[src/rtl/paddle_overlay.sv]
//============================================================================
// Module  : paddle_overlay
// Brief   : Draws a vertically moving paddle next to the ball pixel stream,
//           moves it once per frame from two push buttons and flags a
//           ball/paddle contact once per frame.
// Config  : define PADDLE_DEBOUNCE_EN to build per-button debounce filters;
//           without it the synchronized buttons drive the paddle directly.
// Rev     : 1.0 - initial release
//============================================================================
`default_nettype none

module paddle_overlay #(
  parameter int PADDLE_X        = 16,
  parameter int PADDLE_W        = 8,
  parameter int PADDLE_H        = 64,
  parameter int V_ACTIVE        = 480,
  parameter int STEP            = 4,
  parameter int DEBOUNCE_CYCLES = 250000
) (
  input  logic       i_Clk,
  input  logic       i_Rst_L,
  input  logic       i_HBlank,
  input  logic       i_VBlank,
  input  logic       i_HReset,
  input  logic       i_VReset,
  input  logic       i_Ball,
  input  logic       i_Up,
  input  logic       i_Down,
  output logic       o_Video,
  output logic       o_Hit,
  output logic [8:0] o_PaddleY
);

  // Paddle geometry and travel limits, widened so compares and clamps never wrap.
  localparam logic [9:0]  Y_MAX   = 10'(V_ACTIVE - PADDLE_H);
  localparam logic [8:0]  Y_RESET = 9'((V_ACTIVE - PADDLE_H) / 2);
  localparam logic [9:0]  STEP_V  = 10'(STEP);
  localparam logic [9:0]  X_FIRST = 10'(PADDLE_X);
  localparam logic [9:0]  X_LAST  = 10'(PADDLE_X + PADDLE_W - 1);
  localparam logic [10:0] H_SPAN  = 11'(PADDLE_H);

  logic [9:0]  col_cnt;
  logic [9:0]  line_cnt;
  logic [8:0]  paddle_y;
  logic        overlap;
  logic        armed;
  logic        hit;

  // Bit 0 is the up button, bit 1 the down button.
  logic [1:0]  btn_meta;
  logic [1:0]  btn_sync;
  logic [1:0]  btn_filt;

  logic        paddle_px;
  logic [10:0] y_end;
  logic [9:0]  y_ext;
  logic [9:0]  y_up;
  logic [9:0]  y_down;
  logic [9:0]  y_next;

  // Two-flop synchronizer for the asynchronous push buttons.
  always_ff @(posedge i_Clk) begin
    if (!i_Rst_L) begin
      btn_meta <= '0;
      btn_sync <= '0;
    end else begin
      btn_meta <= {i_Down, i_Up};
      btn_sync <= btn_meta;
    end
  end

`ifdef PADDLE_DEBOUNCE_EN
  localparam int            DB_W    = $clog2(DEBOUNCE_CYCLES + 1);
  localparam logic [DB_W-1:0] DB_LAST = DB_W'(DEBOUNCE_CYCLES - 1);

  for (genvar b = 0; b < 2; b++) begin : g_debounce
    logic [DB_W-1:0] db_cnt;
    logic            filt;

    // Accept a new level only after it has been seen on DEBOUNCE_CYCLES consecutive clocks.
    always_ff @(posedge i_Clk) begin
      if (!i_Rst_L) begin
        db_cnt <= '0;
        filt   <= 1'b0;
      end else if (btn_sync[b] == filt) begin
        db_cnt <= '0;
      end else if (db_cnt == DB_LAST) begin
        db_cnt <= '0;
        filt   <= btn_sync[b];
      end else begin
        db_cnt <= db_cnt + 1'b1;
      end
    end

    assign btn_filt[b] = filt;
  end
`else
  // Filter disabled: the synchronized level is used as-is.
  logic unused_debounce;
  assign unused_debounce = ^DEBOUNCE_CYCLES;
  assign btn_filt        = btn_sync;
`endif

  // Raster position: column advances through active pixels, line advances per active line.
  always_ff @(posedge i_Clk) begin
    if (!i_Rst_L) begin
      col_cnt  <= '0;
      line_cnt <= '0;
    end else begin
      if (i_HReset) begin
        col_cnt <= '0;
      end else if (!i_HBlank) begin
        col_cnt <= col_cnt + 10'd1;
      end

      if (i_VReset) begin
        line_cnt <= '0;
      end else if (i_HReset && !i_VBlank) begin
        line_cnt <= line_cnt + 10'd1;
      end
    end
  end

  // Paddle rectangle hit-test against the current raster position.
  assign y_end     = {2'b00, paddle_y} + H_SPAN;
  assign paddle_px = (col_cnt >= X_FIRST) && (col_cnt <= X_LAST) &&
                     ({1'b0, line_cnt} >= {2'b00, paddle_y}) &&
                     ({1'b0, line_cnt} < y_end);

  // Clamped candidate positions for one frame of movement.
  assign y_ext  = {1'b0, paddle_y};
  assign y_up   = (y_ext < STEP_V) ? 10'd0 : (y_ext - STEP_V);
  assign y_down = ((y_ext + STEP_V) > Y_MAX) ? Y_MAX : (y_ext + STEP_V);

  // Select the next paddle position from the filtered buttons; both or neither hold.
  always_comb begin
    y_next = y_ext;
    case (btn_filt)
      2'b01:   y_next = y_up;
      2'b10:   y_next = y_down;
      default: y_next = y_ext;
    endcase
  end

  // Per-frame state: paddle position, contact latch, and the one-clock hit report.
  // The arm bit keeps a partial frame after reset from ever reporting a hit.
  always_ff @(posedge i_Clk) begin
    if (!i_Rst_L) begin
      paddle_y <= Y_RESET;
      overlap  <= 1'b0;
      armed    <= 1'b0;
      hit      <= 1'b0;
    end else begin
      hit <= i_VReset & overlap & armed;
      if (i_VReset) begin
        paddle_y <= y_next[8:0];
        overlap  <= 1'b0;
        armed    <= 1'b1;
      end else if (i_Ball && paddle_px) begin
        overlap  <= 1'b1;
      end
    end
  end

  assign o_Video   = (i_Ball | paddle_px) & ~i_HBlank & ~i_VBlank;
  assign o_Hit     = hit;
  assign o_PaddleY = paddle_y;

endmodule

`default_nettype wire

[config.mk]
export PLATFORM = sky130hd
export DESIGN_NAME = paddle_overlay
export DESIGN_NICKNAME = d
export VERILOG_FILES = /design/src/rtl/paddle_overlay.sv
export SDC_FILE = /design/constraint.sdc
export NUM_CORES = 1
export LEC_CHECK = 0
export ABC_AREA = 1
export CELL_PAD_IN_SITES_DETAIL_PLACEMENT = 0
export CELL_PAD_IN_SITES_GLOBAL_PLACEMENT = 1
export CORE_MARGIN = 8
export CORE_UTILIZATION = 45
export DETAILED_ROUTE_END_ITERATION = 8
export HOLD_SLACK_MARGIN = 0.02
export PLACE_DENSITY_LB_ADDON = 0.3
export SYNTH_ARGS = -nofsm -noshare
export SYNTH_HDL_FRONTEND = slang
export SYNTH_SLANG_ARGS = --single-unit
export TNS_END_PERCENT = 100
[constraint.sdc]
create_clock -name i_Clk -period 4.95 [get_ports i_Clk]
set_input_delay 0.495 -clock i_Clk [delete_from_list [all_inputs] [get_ports i_Clk]]
set_output_delay 0.495 -clock i_Clk [all_outputs]
set_load 0.03 [all_outputs]
==> results.yml <==
critical_path:
  critical_path.max_fanout: 9
  cp.required_ps: 4450
  timing_worst_setup_path_type: "reg2out"
  crit_path_start_kind: "flip-flop"
  critPathArrivalTime_ps: 2670
  timing.critical_path.to_type: "primary output"
drt:
  first_pass_iters: 4
  wire_per_inst_um: 12.1
  first_iter_violations: 70
  postRouteAntennaNets: 0
  routed-via-count: 1815
  drt_drc_violations_left: 0
  wl_um: 4450
  viasPerCell: 4.93
power:
  swShare_pct: 25.9
  internal_power_mw: 0.452
  part_of_the_total_power_dissipated_in_sequential_elements_pct: 47.3
  p_clk_share_pct: 39.5
  p_comb_share_pct: 13.2
  worst_ir_drop_vdd_uv: 151
  powerDensity_nw_per_um2: 247
  static-leakage-power_nw: 1.06
  switching_power_mw: 0.158
timing:
  timing.final.crit_share_pct: 64.0
  setup_violations: 0
  rsz_0062_raised_after_global_routing: "no"
  final.setup_skew_ps: 2.56
  fmax_mhz: 316
  finalWorstPathRequiredPeriod_ps: 3170
  timing_hold_violations_final: 0
  finalMaxSlewViolations: 0
  worst_hold_margin_ps: 418
  setup_total_negative_slack_ps: 0
flow_run:
  timing.max_cap.violations: 0
yosys:
  synth_cell_types: 35
  share_of_the_synthesized_area_in_the_top_cell_type_pct: 31.8
  synth.largest_area_cell: "sky130_fd_sc_hd__dfxtp_1"
  yosysSeqAreaShare_pct: 31.8
  synthTopCellsByArea: "sky130_fd_sc_hd__dfxtp_1 (32%), sky130_fd_sc_hd__ha_1 (12%), sky130_fd_sc_hd__nand2_1 (8.9%)"
  ys_ff_latch: 34
  postSynthCellCount: 291
  netlist_area_before_placement_um2: 2140
  avg_inst_size_synth_um2: 7.37
  ys_warn_count: 0
global_routing:
  grtUsageMet1_pct: 16.9
  grt_max_degree: 11
  number_of_global_route_vias_before_repair: 1687
  antenna_found_initial: 0
  met2_usage_pct: 20.7
  total_grt_overflow: 0
  globalRouteTotalUtil_pct: 13.2
  use_met3_pct: 3.38
  global_route.peak_usage_layer: "met2"
  grt_pass1_wl_um: 7740
finish:
  nFillCells: 469
  layout_commonest_cell: "sky130_fd_sc_hd__nand2_1"
  post_route_cells_drive_above_1_share_pct: 14.0
  layout.nets: 343
  seq_area_um2: 681
  antenna_cells: 0
  syn2layout_area_growth_pct: 15.4
  multiInputGateArea_um2: 1260
  final_core_utilization_pct: 53.0
  most_frequent_cells_in_the_layout: "sky130_fd_sc_hd__nand2_1 (51), sky130_fd_sc_hd__inv_1 (40), sky130_fd_sc_hd__dfxtp_1 (34)"
  fin_area_um2: 2470
clock_network:
  cts_hold_buffers: 0
  cts.sinks: 34
  cts-root-to-sink-buffers: 2
  clock_latency_ps: 280
  cts.root.buffer_cell: "sky130_fd_sc_hd__clkbuf_8"
  cts_tree: "done"
  cts.htree.levels: 2
  cts_post_setup_buffers_inserted: 0
  cts-resized-gates: 0
  total_cts_buffers: 5
  clkTransAtPathRegs_ps: 70
outcome:
  status: "finished, final reports clean"
min_path:
  min_path_type: "reg2reg"
floorplan:
  initial_utilization_pct: 46.0
  num_rows: 25
  die_h_um: 85.0
  die_w_um: 85.0
  die_area_um2: 7230
  io_pins: 20
  core_um2: 4660
place:
  place_area_um2: 2360
  port_buffers: 17
  gp_congestion: 0.853
  hpwl_um: 3500
==> final cells by class <==
type | count | area share [%]
Timing Repair Buffer | 17 | 6.88
Inverter | 48 | 7.29
Clock buffer | 8 | 4.45
Multi-Input combinational cell | 207 | 51.1
Sequential cell | 34 | 27.5
Tap cell | 54 | 2.73
==> final timing paths <==
kind	end	cells after the start	startpoint	slack, ps
setup / recovery	o_Video	10	o_PaddleY[6]$_SDFFE_PN1P_	1780
hold / removal	btn_filt[1]$_SDFF_PN0_	2	btn_meta[1]$_SDFF_PN0_	420
setup reg to reg	overlap$_SDFFE_PP0P_	9	o_PaddleY[6]$_SDFFE_PN1P_	3080
hold reg to reg	btn_filt[1]$_SDFF_PN0_	2	btn_meta[1]$_SDFF_PN0_	420
==> stage by stage <==
step	setup WS, ps	power, mW	std cells
after floorplan	2350	0.349	292
after global placement	2090	0.375	360
after detailed placement	2070	0.375	360
after CTS	1740	0.621	368
after global routing	1570	0.643	368
final	1780	0.610	368
==> critical path, stage by stage (launching register included) <==
cell and delay, ps:
sky130_fd_sc_hd__dfxtp_1 500, sky130_fd_sc_hd__inv_2 120, sky130_fd_sc_hd__ha_1 290, sky130_fd_sc_hd__inv_1 40, sky130_fd_sc_hd__ha_1 260, sky130_fd_sc_hd__nand3_1 100, sky130_fd_sc_hd__o22ai_1 80, sky130_fd_sc_hd__nor2_1 120
sky130_fd_sc_hd__a31oi_1 100, sky130_fd_sc_hd__nor2_1 100, sky130_fd_sc_hd__clkdlybuf4s50_1 680
==> routing by layer <==
metal	share of wire (%)	up-vias
met4	1.3	0
met3	3.3	6
met1	50	796
met5	0	-
met2	45	21
li1	-	992
==> state kept, by name (all words and copies together) (netlist names) <==
| register | flops |
|---|---|
| o_PaddleY | 7 |
| col_cnt | 10 |
| btn_filt | 2 |
| btn_meta | 2 |
| armed | 1 |
| line_cnt | 10 |
| overlap | 1 |
| o_Hit | 1 |
==> kinds of logic (layout without fill, tap and decap cells) <==
kind of cell / Yosys count / count (layout) / synth area share (%)
AOI/OAI and AO/OA: 54 / 54 / 14.0
DFF: 34 / 34 / 31.8
buffers and inverters: 51 / 73 / 9.46
and+or+nand+nor: 124 / 124 / 29.9
adders and majority gates: 21 / 21 / 12.3
other: 1 / 2 / 0.175
xor gates and xnor gates: 6 / 6 / 2.45
==> synthesized netlist by cell type <==
| library cell | instances |
|---|---|
| sky130_fd_sc_hd__nand2_1 | 51 |
| sky130_fd_sc_hd__inv_1 | 40 |
| sky130_fd_sc_hd__dfxtp_1 | 34 |
| sky130_fd_sc_hd__a21oi_1 | 25 |
| sky130_fd_sc_hd__nor2_1 | 22 |
| sky130_fd_sc_hd__ha_1 | 21 |
| sky130_fd_sc_hd__o21ai_0 | 15 |
| sky130_fd_sc_hd__nand3_1 | 11 |
| sky130_fd_sc_hd__nand4_1 | 8 |
| sky130_fd_sc_hd__nor2_2 | 8 |
| sky130_fd_sc_hd__inv_2 | 7 |
| sky130_fd_sc_hd__nand3_2 | 6 |
| sky130_fd_sc_hd__nand2_2 | 5 |
| sky130_fd_sc_hd__nor3_2 | 4 |
| sky130_fd_sc_hd__xor2_1 | 4 |
| sky130_fd_sc_hd__buf_4 | 3 |
| sky130_fd_sc_hd__o22ai_1 | 3 |
| sky130_fd_sc_hd__a21oi_2 | 2 |
| sky130_fd_sc_hd__a31oi_1 | 2 |
| sky130_fd_sc_hd__nor3_1 | 2 |
| sky130_fd_sc_hd__o211ai_1 | 2 |
| sky130_fd_sc_hd__o21a_1 | 2 |
| sky130_fd_sc_hd__xnor2_1 | 2 |
| sky130_fd_sc_hd__a211oi_1 | 1 |
| sky130_fd_sc_hd__a21o_1 | 1 |
| sky130_fd_sc_hd__clkinv_1 | 1 |
| sky130_fd_sc_hd__conb_1 | 1 |
| sky130_fd_sc_hd__nand2_4 | 1 |
| sky130_fd_sc_hd__nand4_2 | 1 |
| sky130_fd_sc_hd__nor2_4 | 1 |
| sky130_fd_sc_hd__nor3_4 | 1 |
| sky130_fd_sc_hd__nor3b_1 | 1 |
| sky130_fd_sc_hd__nor4_1 | 1 |
| sky130_fd_sc_hd__o21ai_1 | 1 |
| sky130_fd_sc_hd__or2_1 | 1 |
==> power groups by stage <==
stage	clock (mW)	combinational, mW	sequential [mW]
final	0.241	0.0804	0.288
after global routing	0.263	0.0903	0.290
after CTS	0.252	0.0809	0.288
after detailed placement	0	0.0807	0.295
after global placement	0	0.0803	0.295
after floorplan	0	0.0514	0.298
Note: power is estimated with default switching activity, not from simulation.
